==> src/rtl/buzzer_sched_if.sv <==
// buzzer_sched_if: request/grant bundle between alert sources and the buzzer
// beep-sequence scheduler. The master side is the requesters, the slave side
// is the scheduler.
interface buzzer_sched_if #(
  parameter int unsigned NREQ = 4
);
  logic [NREQ-1:0]   req;
  logic [2*NREQ-1:0] req_tone;
  logic [4*NREQ-1:0] req_cnt;
  logic [NREQ-1:0]   grant;
  logic [NREQ-1:0]   done;
  logic              busy;
  logic [7:0]        mode;

  modport master (
    output req, req_tone, req_cnt,
    input  grant, done, busy, mode
  );

  modport slave (
    input  req, req_tone, req_cnt,
    output grant, done, busy, mode
  );
endinterface

==> src/rtl/buzzer_sched.sv <==
// buzzer_sched: shares one buzzer tone generator between NREQ alert sources.
// Fixed-priority arbitration (index 0 highest), then ON/OFF phases per beep,
// a trailing GAP, and a one-cycle FIN that produces the done pulse.
// Optional build macro: BUZZER_SCHED_PREEMPT_EN (a higher-priority request
// aborts a running sequence during ON/OFF/GAP).
module buzzer_sched #(
  parameter int unsigned NREQ      = 4,
  parameter int unsigned TICK_DIV  = 50000,
  parameter int unsigned ON_TICKS  = 200,
  parameter int unsigned OFF_TICKS = 100,
  parameter int unsigned GAP_TICKS = 300
) (
  input  logic           clk,
  input  logic           RSTn,
  buzzer_sched_if.slave  bus
);

  localparam int unsigned IDX_W  = (NREQ > 1) ? $clog2(NREQ) : 1;
  localparam int unsigned TICK_W = $clog2(TICK_DIV);
  localparam int unsigned PH_MAX =
    (ON_TICKS > OFF_TICKS) ? ((ON_TICKS  > GAP_TICKS) ? ON_TICKS  : GAP_TICKS)
                           : ((OFF_TICKS > GAP_TICKS) ? OFF_TICKS : GAP_TICKS);
  localparam int unsigned PH_W   = (PH_MAX > 1) ? $clog2(PH_MAX) : 1;

  localparam logic [TICK_W-1:0] TICK_LAST = TICK_W'(TICK_DIV - 1);
  localparam logic [PH_W-1:0]   ON_LAST   = PH_W'(ON_TICKS - 1);
  localparam logic [PH_W-1:0]   OFF_LAST  = PH_W'(OFF_TICKS - 1);
  localparam logic [PH_W-1:0]   GAP_LAST  = PH_W'(GAP_TICKS - 1);

  typedef enum logic [2:0] {IDLE, ON, OFF, GAP, FIN} state_t;

  state_t            state_q, state_d;
  logic [IDX_W-1:0]  idx_q;
  logic [1:0]        tone_q;
  logic [3:0]        beeps_q;
  logic [TICK_W-1:0] tick_q;
  logic [PH_W-1:0]   phase_q;

  logic [NREQ-1:0]   grant_q, grant_d;
  logic [NREQ-1:0]   done_q, done_d;
  logic              busy_q, busy_d;
  logic [7:0]        mode_q, mode_d;

  logic              pick_vld;
  logic [IDX_W-1:0]  pick_idx;
  logic [1:0]        pick_tone;
  logic [3:0]        pick_cnt;
  logic              arb_ok;

  logic [PH_W-1:0]   ph_last;
  logic              tick;
  logic              phase_end;
  logic              timed_q, timed_d;

  logic [IDX_W-1:0]  idx_d;
  logic [1:0]        tone_d;

  // Fixed-priority pick of the lowest set request and its configuration.
  // The done pulse doubles as a one-cycle cooldown after a completed sequence.
  always_comb begin
    pick_vld  = 1'b0;
    pick_idx  = '0;
    pick_tone = '0;
    pick_cnt  = '0;
    for (int unsigned i = 0; i < NREQ; i++) begin
      if (bus.req[i] && !pick_vld) begin
        pick_vld  = 1'b1;
        pick_idx  = IDX_W'(i);
        pick_tone = bus.req_tone[2*i +: 2];
        pick_cnt  = bus.req_cnt[4*i +: 4];
      end
    end
    arb_ok = (state_q == IDLE) && pick_vld && !(|done_q);
  end

`ifdef BUZZER_SCHED_PREEMPT_EN
  logic higher_req;

  // Any pending request with strictly higher priority than the granted source.
  always_comb begin
    higher_req = 1'b0;
    for (int unsigned i = 0; i < NREQ; i++) begin
      if (bus.req[i] && (i < 32'(idx_q)))
        higher_req = 1'b1;
    end
  end
`endif

  // Tick and phase-length decode for the timed states.
  always_comb begin
    case (state_q)
      ON:      ph_last = ON_LAST;
      OFF:     ph_last = OFF_LAST;
      GAP:     ph_last = GAP_LAST;
      default: ph_last = '0;
    endcase
    timed_q   = (state_q == ON) || (state_q == OFF) || (state_q == GAP);
    timed_d   = (state_d == ON) || (state_d == OFF) || (state_d == GAP);
    tick      = timed_q && (tick_q == TICK_LAST);
    phase_end = tick && (phase_q == ph_last);
  end

  // Next-state logic.
  always_comb begin
    state_d = state_q;
    case (state_q)
      IDLE: if (arb_ok) state_d = (pick_cnt != 4'd0) ? ON : FIN;
      ON:   if (phase_end) state_d = (beeps_q == 4'd1) ? GAP : OFF;
      OFF:  if (phase_end) state_d = ON;
      GAP:  if (phase_end) state_d = FIN;
      FIN:  state_d = IDLE;
      default: state_d = IDLE;
    endcase
`ifdef BUZZER_SCHED_PREEMPT_EN
    if (timed_q && higher_req)
      state_d = IDLE;
`endif
  end

  // Next values of the registered outputs, decoded from the state being entered.
  always_comb begin
    idx_d   = (state_q == IDLE) ? pick_idx  : idx_q;
    tone_d  = (state_q == IDLE) ? pick_tone : tone_q;
    grant_d = '0;
    done_d  = '0;
    for (int unsigned i = 0; i < NREQ; i++) begin
      if ((state_d != IDLE) && (32'(idx_d) == i)) grant_d[i] = 1'b1;
      if ((state_q == FIN)  && (32'(idx_q) == i)) done_d[i]  = 1'b1;
    end
    busy_d = (state_d != IDLE);
    mode_d = (state_d == ON) ? {6'b0, tone_d} : 8'h00;
  end

  // State register.
  always_ff @(posedge clk or negedge RSTn) begin
    if (!RSTn) state_q <= IDLE;
    else       state_q <= state_d;
  end

  // Latched request, beep/tick/phase counters and registered outputs.
  always_ff @(posedge clk or negedge RSTn) begin
    if (!RSTn) begin
      idx_q   <= '0;
      tone_q  <= '0;
      beeps_q <= '0;
      tick_q  <= '0;
      phase_q <= '0;
      grant_q <= '0;
      done_q  <= '0;
      busy_q  <= 1'b0;
      mode_q  <= 8'h00;
    end else begin
      if (arb_ok) begin
        idx_q   <= pick_idx;
        tone_q  <= pick_tone;
        beeps_q <= pick_cnt;
      end else if ((state_q == ON) && phase_end) begin
        beeps_q <= beeps_q - 4'd1;
      end

      if ((state_d != state_q) || !timed_d) begin
        tick_q  <= '0;
        phase_q <= '0;
      end else if (tick) begin
        tick_q  <= '0;
        phase_q <= phase_q + PH_W'(1);
      end else begin
        tick_q  <= tick_q + TICK_W'(1);
      end

      grant_q <= grant_d;
      done_q  <= done_d;
      busy_q  <= busy_d;
      mode_q  <= mode_d;
    end
  end

  assign bus.grant = grant_q;
  assign bus.done  = done_q;
  assign bus.busy  = busy_q;
  assign bus.mode  = mode_q;

endmodule
==> src/flat_wrapper.sv <==
// flat-port wrapper written by rule: the top's interface ports become plain ports
module buzzer_sched_flat 
#(
  parameter int unsigned NREQ      = 4,
  parameter int unsigned TICK_DIV  = 50000,
  parameter int unsigned ON_TICKS  = 200,
  parameter int unsigned OFF_TICKS = 100,
  parameter int unsigned GAP_TICKS = 300
)
  (clk, RSTn, bus_req, bus_req_tone, bus_req_cnt, bus_grant, bus_done, bus_busy, bus_mode);
  buzzer_sched_if #(.NREQ(NREQ)) bus_i ();
  input  logic clk;
  input  logic RSTn;
  input wire logic [$bits(bus_i.req)-1:0] bus_req;
  input wire logic [$bits(bus_i.req_tone)-1:0] bus_req_tone;
  input wire logic [$bits(bus_i.req_cnt)-1:0] bus_req_cnt;
  output wire logic [$bits(bus_i.grant)-1:0] bus_grant;
  output wire logic [$bits(bus_i.done)-1:0] bus_done;
  output wire logic [$bits(bus_i.busy)-1:0] bus_busy;
  output wire logic [$bits(bus_i.mode)-1:0] bus_mode;
  assign bus_i.req = bus_req;
  assign bus_i.req_tone = bus_req_tone;
  assign bus_i.req_cnt = bus_req_cnt;
  assign bus_grant = bus_i.grant;
  assign bus_done = bus_i.done;
  assign bus_busy = bus_i.busy;
  assign bus_mode = bus_i.mode;
  buzzer_sched #(.NREQ(NREQ), .TICK_DIV(TICK_DIV), .ON_TICKS(ON_TICKS), .OFF_TICKS(OFF_TICKS), .GAP_TICKS(GAP_TICKS)) u_core (.clk(clk), .RSTn(RSTn), .bus(bus_i));
endmodule
==> config.mk <==
export PLATFORM = sky130hd
export DESIGN_NAME = buzzer_sched_flat
export DESIGN_NICKNAME = d
export VERILOG_FILES = /design/src/rtl/buzzer_sched_if.sv /design/src/rtl/buzzer_sched.sv /design/src/flat_wrapper.sv
export SDC_FILE = /design/constraint.sdc
export NUM_CORES = 1
export LEC_CHECK = 0
export CAP_MARGIN = 5
export CORE_MARGIN = 3
export CORE_UTILIZATION = 50
export DETAILED_ROUTE_END_ITERATION = 8
export PLACE_DENSITY = 0.82
export RECOVER_POWER = 25
export SLEW_MARGIN = 20
export SYNTH_ARGS = -nofsm -noshare
export SYNTH_HDL_FRONTEND = slang
export SYNTH_SLANG_ARGS = --single-unit
==> constraint.sdc <==
create_clock -name clk -period 4.77 [get_ports clk]
set_input_delay 0.7155 -clock clk [delete_from_list [all_inputs] [get_ports clk]]
set_output_delay 0.7155 -clock clk [all_outputs]
set_load 0.1 [all_outputs]
# Word level (Yosys, flattened, before mapping)
# Cells that the tools add are included.
# Widths: inputs -> output; s select.
# classes
eq_ne	17
muxes	40
reduce_logical	34
add_sub_neg	3
# op_table
operator	n
$mux 16	2
$pmux 9 s3	1
$mux 4	6
$mux 2	9
$mux 9	2
$add 16x1->16 const B	1
$eq 16x16->1 const B	1
$logic_and 1x1->1	16
$mux 3	5
$mux 1	14
$eq 3x2->1 const B	4
$pmux 3 s4	1
$add 9x1->9 const B	1
$eq 9x9->1	1
$eq 2x2->1 const B	4
$eq 3x1->1 const B	2
$logic_not 1->1	5
$logic_or 1x1->1	5
$eq 2x1->1 const B	2
$eq 4x1->1 const B	1
$logic_not 2->1	2
$reduce_bool 2->1	2
$reduce_bool 4->1	1
$reduce_or 4->1	1
other kinds (5)	5
# word_totals
elab_cells	104
regBits	53
out_inout_bits	17

# Longest topological paths before layout
# Gate-level depths: netlist of run 1.
# depth
word_depth	20
ltp_mapped	8

# Worst setup path after synthesis of run 1
# Ideal clock, no wire load.
# synth_path
kind	reg2reg
start	register u_core.done_q[1], in the netlist u_core.bus.done[1]
end	register u_core.state_q[0]
path_slack_ps	2120
setup_ps	124
required_ps	4646
path_stages_with_launch	7
t_arrival_ps	2526
cell_sequence	dfrtp_1 or4_1 a211oi_4 o311ai_1 nor4_2 nor2_1 a211o_1
# synth_between
elab_chain_len	5
# synth_lines
item	line_no	text
start, declared	buzzer_sched.sv:40	logic [NREQ-1:0] done_q, done_d;
start signal, assigned	buzzer_sched.sv:172	done_q <= done_d;
$reduce_or 4->1	buzzer_sched.sv:73	arb_ok = (state_q == IDLE) && pick_vld && !(|done_q);
$logic_not 1->1	buzzer_sched.sv:73	
$logic_and 1x1->1	buzzer_sched.sv:73	
$mux 3	buzzer_sched.sv:107	IDLE: if (arb_ok) state_d = (pick_cnt != 4'd0) ? ON : FIN;
$pmux 3 s4	buzzer_sched.sv:106	case (state_q)
named net u_core.state_d[0]	buzzer_sched.sv:32	state_t state_q, state_d;
end signal, assigned	buzzer_sched.sv:137	else state_q <= state_d;
end, declared	buzzer_sched.sv:32	
# The timed path passes the listed nets, and every way through them passes these cells.
# A chain may end at the register's enable or synchronous reset.

# Final worst setup path of run 1
# layout_path
start	input bus_req[0]
end	register u_core.state_q[0]
# layout_between
elab_chain_len	14
# layout_lines
item	line_no	text
start, declared	flat_wrapper.sv:14	input wire logic [$bits(bus_i.req)-1:0] bus_req;
$mux 1	buzzer_sched.sv:66	if (bus.req[i] && !pick_vld) begin
$logic_not 1->1	buzzer_sched.sv:66	
$logic_and 1x1->1	buzzer_sched.sv:66	
$mux 1	buzzer_sched.sv:66	
$logic_not 1->1	buzzer_sched.sv:66	
$logic_and 1x1->1	buzzer_sched.sv:66	
$mux 1	buzzer_sched.sv:66	
$logic_not 1->1	buzzer_sched.sv:66	
$logic_and 1x1->1	buzzer_sched.sv:66	
$mux 4 / $mux 1 (equally long branches)	buzzer_sched.sv:66	
$reduce_bool 4->1 / $logic_and 1x1->1 (equally long branches)	buzzer_sched.sv:107, buzzer_sched.sv:73	
$mux 3 / $logic_and 1x1->1 (equally long branches)	buzzer_sched.sv:107, buzzer_sched.sv:73	
$mux 3 *	buzzer_sched.sv:107	
$pmux 3 s4 *	buzzer_sched.sv:106	
named net u_core.state_d[0]	buzzer_sched.sv:32	
# The timed path passes the listed nets; every way through them passes the cells marked *.

==> run metrics, run 1 <==
Netlist cell types 70; Critical Path Fanout Max 18; Syn Std Cell Area 2950 µm²; Max Buffers Root-to-Sink 2; worst endpoint required time 4.96 ns; Clk Latency, worst-skew pair 0.31 ns; Synth Area in XOR/XNOR 0.0772; Async SR Flop Fraction 1.00; total internal power 898 µW; Final HPWL DP 4.76 mm; Clock power frac 0.194; maximum vdd drop 0.239 mV; Reg power frac 0.361; Post-synth EDFFs 0; layout cells sized above 1 0.0850; Worst slew margin -0.602; met2 WL 3.19 mm; critical path arrival 3.08 ns; switching power total 672 µW; detailed-routing wirelength on met1 2.73 mm; achievable frequency 346 MHz; buffers added on ports 40; CTS tree built; max-slew violation count 48; WL met3 424 µm; leakage power 1.40 nW; Setup crit end kind flip-flop; maximum number of pins on one net before global-route repair 48; CTS Hold Bufs 0; Final Instance Area 3440 µm²; via count 2471; per-cell routed wire length 15.1 µm; run status finished, violations left; H-tree depth 2; largest family of logic cells by synthesized area simple AND/OR/NAND/NOR gates; ANT nets after route 0; Simple-Gate Fraction of Synth Area 0.303; DRC Markers 0; DIE HEIGHT 82.8 µm; Hold Vio Cnt, Final 0; Startpoint Class input port; TritonCTS Buffers 5; Least-Margin Pin Slew 2.40 ns; core area 5610 µm²; post-synth top area share 0.399; Final Critical Period 2.89 ns; starting density of the core 0.526; Seq cells post-synth 47; Setup Buffers After CTS 0; worst setup margin 1.88 ns; unrepaired setup endpoints after global routing no; global-route wire length before repair 11.3 mm; initial antenna violation count 0; vias in the first global route 2430; Clock transition at path regs 0.09 ns; total chip power 1.57 mW; Die Width 82.8 µm; register area share after synthesis 0.399; final worst path period share 0.605; FP Rows 27; dpl ws 1.56 ns; CTS root buffer clkbuf_8; Area Overhead vs Synth 16.6%; max-cap violations 1; Synth Area in Compound Gates 0.133; mux contribution to synthesized area 0.0144; adder-cell share of the synthesized area 0.0170; gr usage total 0.198; setup_tns 0 ns; cell taking the most area after synthesis dfrtp_1; Main synth FF type dfrtp_1; top post-synthesis cells by area dfrtp_1, xnor2_1, nor2_1; die area 6860 µm²; Ports 47; routed wire length 6.41 mm; total global routing overflow 0; Comb power frac 0.445; post-CTS sizing 0; highest metal used met4; vias per std cell 5.81; HP Class flip-flop to flip-flop; Post-Syn Instances 324; 1st-iter DRT viols 144; failing checks max-capacitance violations, max-slew violations; Switching Fraction 0.428; placed inst area 3320 µm²; layout net count 386; number of diodes 0; Mapped Avg Cell Area 9.10 µm²; TritonRoute pass-1 iters 4; Crit Path Category input port to flip-flop; # setup viols final 0; Clock Skew 0.0116 ns; PwrDens 457 nW/µm²; clk sinks 47; RePlAce Congestion 0.874; Yosys warning count 0
## registers in the layout (all words and copies together) (netlist names)
register,count
u_core.tick_q,16
u_core.phase_q,9
u_core.beeps_q,4
u_core.bus.done,4
u_core.bus.grant,4
u_core.state_q,3
u_core.bus.mode,2
u_core.idx_q,2
u_core.tone_q,2
u_core.bus.busy,1
## cell families after synthesis
family	count (synthesis)
other cells	1
mux	4
fa+ha+maj	4
xor+xnor	26
buf+inv	32
flops	47
compound gates	51
simple gates	159
## synth_stat cells, drive strengths merged (2+ instances only)
library cell  number
ha                 4
or4                2
nor4               7
nor2b              9
nand3b             5
a211o              4
o22ai              2
a221o              3
and3               9
or3                5
mux2               2
dfrtp             47
or4b               2
a22oi              2
a32oi              2
nand4b             2
nand3             10
a221oi             2
a22o               2
a31oi              2
o211ai             2
clkbuf            11
xnor2             20
mux2i              2
a211oi             4
o21ai              7
xor2               6
buf               14
nor2              43
a21oi              8
nor3              21
nor3b              2
nand4              5
and2               3
nand2             25
nor4b              2
inv                7
## power by group through the flow
| stage | clock network [mW] | logic (mW) | registers (mW) |
|---|---|---|---|
| 6_report | 0.304 | 0.699 | 0.567 |
| 5_1_grt | 0.331 | 0.763 | 0.582 |
| 4_1_cts | 0.311 | 0.704 | 0.567 |
| 3_5_place_dp | 0 | 0.696 | 0.574 |
| 3_3_place_gp | 0 | 0.684 | 0.569 |
| 2_1_floorplan | 0 | 0.394 | 0.718 |
## critical path, stage by stage
cell	delay (ns)
clkdlybuf4s50_1	0.82
nor2_1	0.21
a211oi_4	0.35
o311ai_1	0.20
nor4_2	0.43
nor2_1	0.07
a211o_1	0.27
## metal layers
layer,vias up,GRT usage
met5,-,0
met2,77,0.338
met1,1185,0.251
met4,0,0.0446
met3,10,0.0536
li1,1199,-
## path summary, 6_finish.rpt
| kind | from | endpoint | slack [ns] | cells past startpoint |
|---|---|---|---|---|
| hold reg to reg | u_core.tick_q[0] | u_core.tick_q[0] | 0.47 | 1 |
| max in group asynchronous | RSTn | u_core.bus.mode[0] | 2.27 | 1 |
| min in group asynchronous | RSTn | u_core.tick_q[6] | 1.13 | 1 |
| setup reg to reg | u_core.state_q[1] | u_core.state_q[0] | 2.06 | 6 |
| setup / recovery | bus_req[0] | u_core.state_q[0] | 1.88 | 7 |
| hold / removal | u_core.tick_q[0] | u_core.tick_q[0] | 0.47 | 1 |
## cell type report
class / count / area (µm²)
clock buffers: 6 / 82.6
clock inverters: 2 / 35.0
fillers: 516 / 2170
inverters: 7 / 26.3
multi-input cells: 250 / 1630
flip-flops and latches: 47 / 1180
well taps: 72 / 90.1
repair buffers: 41 / 402
## layout by cell type (no fill, tap or decap), types with 6 or more instances in the layout
cell             instances
dfrtp_1                 47
nor2_1                  43
clkdlybuf4s50_1         39
nand2_1                 23
nor3_1                  21
xnor2_1                 20
nand3_1                 10
nor2b_1                  9
a21oi_1                  8
inv_1                    7
and3_1                   6
xor2_1                   6
conb_1                   6
clkbuf_8                 6
## per-stage QoR
stage | hold slack (ns) | cells | utilization
finish | 0.474 | 425 | 0.613
global route | 0.488 | 425 | 0.613
CTS | 0.478 | 425 | 0.613
detailed placement | 0.470 | 417 | 0.592
global placement | 0.448 | 417 | 0.592
floorplan | 0.420 | 329 | -
Power figures use the tool's default switching activity.
==> run 2: changes to the inputs <==
==> constraint.sdc (replaced) <==
create_clock -name clk -period 2.7 [get_ports clk]
set_input_delay 0.405 -clock clk [delete_from_list [all_inputs] [get_ports clk]]
set_output_delay 0.405 -clock clk [all_outputs]
set_load 0.1 [all_outputs]
==> run 2 against run 1 <==
  * The run now ends clean
  * Count of clock-buffer cells in the layout unchanged
  * Sequential power up 75%
  * Combinational power up 86%
  * Design area up 2.5%
  * Worst setup slack worse by 1.6 ns
  * Non-clock buffer count up 13
  * Highest routed layer unchanged
  * Cell count up 3.1%
  * Sequential share of layout area down 0.84 points
  * Largest power group unchanged
  * Worst hold slack worse by 0.15 ns
  * Die area unchanged
  * Largest cell class unchanged
==> run metrics, run 2 (synthesized netlist as in run 1, its figures left out) <==
Area Overhead vs Synth 19.5%; placed inst area 3390 µm²; Clock Skew 0.00460 ns; Startpoint Class flip-flop; CTS Hold Bufs 0; layout net count 399; post-CTS sizing 0; Final HPWL DP 4.98 mm; PwrDens 821 nW/µm²; Top Registers u_core.tick_q (16), u_core.phase_q (9); total global routing overflow 0; clk sinks 47; vias per std cell 5.81; via count 2543; maximum vdd drop 0.566 mV; DRC Markers 0; max-slew violation count 0; buffers added on ports 40; critical path arrival 2.62 ns; crit-path cells nor2b_1 > a211oi_1 > o2111ai_1 > nor3b_1 > o21a_1 > nor3_1; top cell family by delay on the critical path simple AND/OR/NAND/NOR gates; HP Class input port to async pin; die area 6860 µm²; H-tree depth 2; achievable frequency 416 MHz; Ports 47; CTS tree built; run status finished, final reports clean; setup_tns 0 ns; CP bufs+invs 0; Slowest-stage cell, CP nor2b_1; fillcell total 491; Worst path depth 6; R2R depth 6; global-route wire length before repair 11.6 mm; per-cell routed wire length 15.2 µm; 1st-iter DRT viols 194; most used cells in the layout excluding fill and tap cells dfrtp_1, nor2_1, clkdlybuf4s50_1; CTS root buffer clkbuf_8; ANT nets after route 0; Final Critical Period 2.41 ns; Clk Latency, worst-skew pair 0.30 ns; TritonRoute pass-1 iters 4; maximum number of pins on one net before global-route repair 48; Clock transition at path regs 0.09 ns; Largest Register u_core.tick_q; Crit Path Category flip-flop to flip-flop; final worst path period share 0.891; Final Instance Area 3520 µm²; worst endpoint required time 2.91 ns; layout cells sized above 1 0.148; most common cell after layout, fill and taps aside dfrtp_1; Setup Buffers After CTS 0; Max Buffers Root-to-Sink 2; leakage power 1.49 nW; core area 5610 µm²; RePlAce Congestion 0.903; Least-Margin Pin Slew 1.16 ns; TritonCTS Buffers 5; # setup viols final 0; DIE HEIGHT 82.8 µm; Worst slew margin 0.225; starting density of the core 0.526; gr usage total 0.202; max reg flops 16; total chip power 2.89 mW; Die Width 82.8 µm; FP Rows 27; max-cap violations 0; number of diodes 0; Critical Path Fanout Max 9; slowest stage delay, CP 0.56 ns; Setup crit end kind flip-flop; initial antenna violation count 0; routed wire length 6.65 mm; vias in the first global route 2547; unrepaired setup endpoints after global routing no; Hold Vio Cnt, Final 0
[run 2: final cells by class]
cell class              count  area (µm²)  area share
inverters                   7        26.3     0.00745
multi-input cells         250        1630       0.461
repair buffers             54         473       0.134
clock buffers               6        72.6      0.0206
clock inverters             2        60.1      0.0170
well taps                  72        90.1      0.0256
flip-flops and latches     47        1180       0.334
[run 2: worst paths after layout]
| check | start | to | slack [ns] |
|---|---|---|---|
| max | u_core.state_q[0] | u_core.phase_q[1] | 0.29 |
| min | RSTn | u_core.tick_q[9] | 0.33 |
| max reg2reg | u_core.state_q[0] | u_core.phase_q[1] | 0.29 |
| min reg2reg | u_core.tick_q[0] | u_core.tick_q[0] | 0.50 |
| max in group asynchronous | RSTn | u_core.beeps_q[1] | 1.67 |
| min in group clk | u_core.tick_q[0] | u_core.tick_q[0] | 0.50 |
[run 2: per-stage QoR]
step | hold WS [ns] | util | instances | setup WS [ns]
floorplan | 0.109 | - | 329 | 0.0502
global placement | 0.442 | 0.605 | 430 | 0.313
detailed placement | 0.473 | 0.605 | 430 | 0.280
CTS | 0.321 | 0.629 | 438 | 0.312
global route | 0.431 | 0.629 | 438 | 0.0954
finish | 0.329 | 0.629 | 438 | 0.294
[run 2: report_power, final]
group | total, mW | leakage, nW | internal [mW] | switching, mW
Sequential | 0.990 | 0.618 | 0.860 | 0.130
Combinational | 1.30 | 0.805 | 0.458 | 0.844
Clock | 0.604 | 0.0654 | 0.370 | 0.234
[run 2: layer usage]
layer	up-vias	routed length [µm]	share of wire	GRT usage
li1	1228	-	-	-
met1	1248	2940	0.44	0.258
met2	58	3370	0.51	0.353
met3	9	263	0.040	0.0357
met4	0	75	0.011	0.0490
met5	-	0	0	0
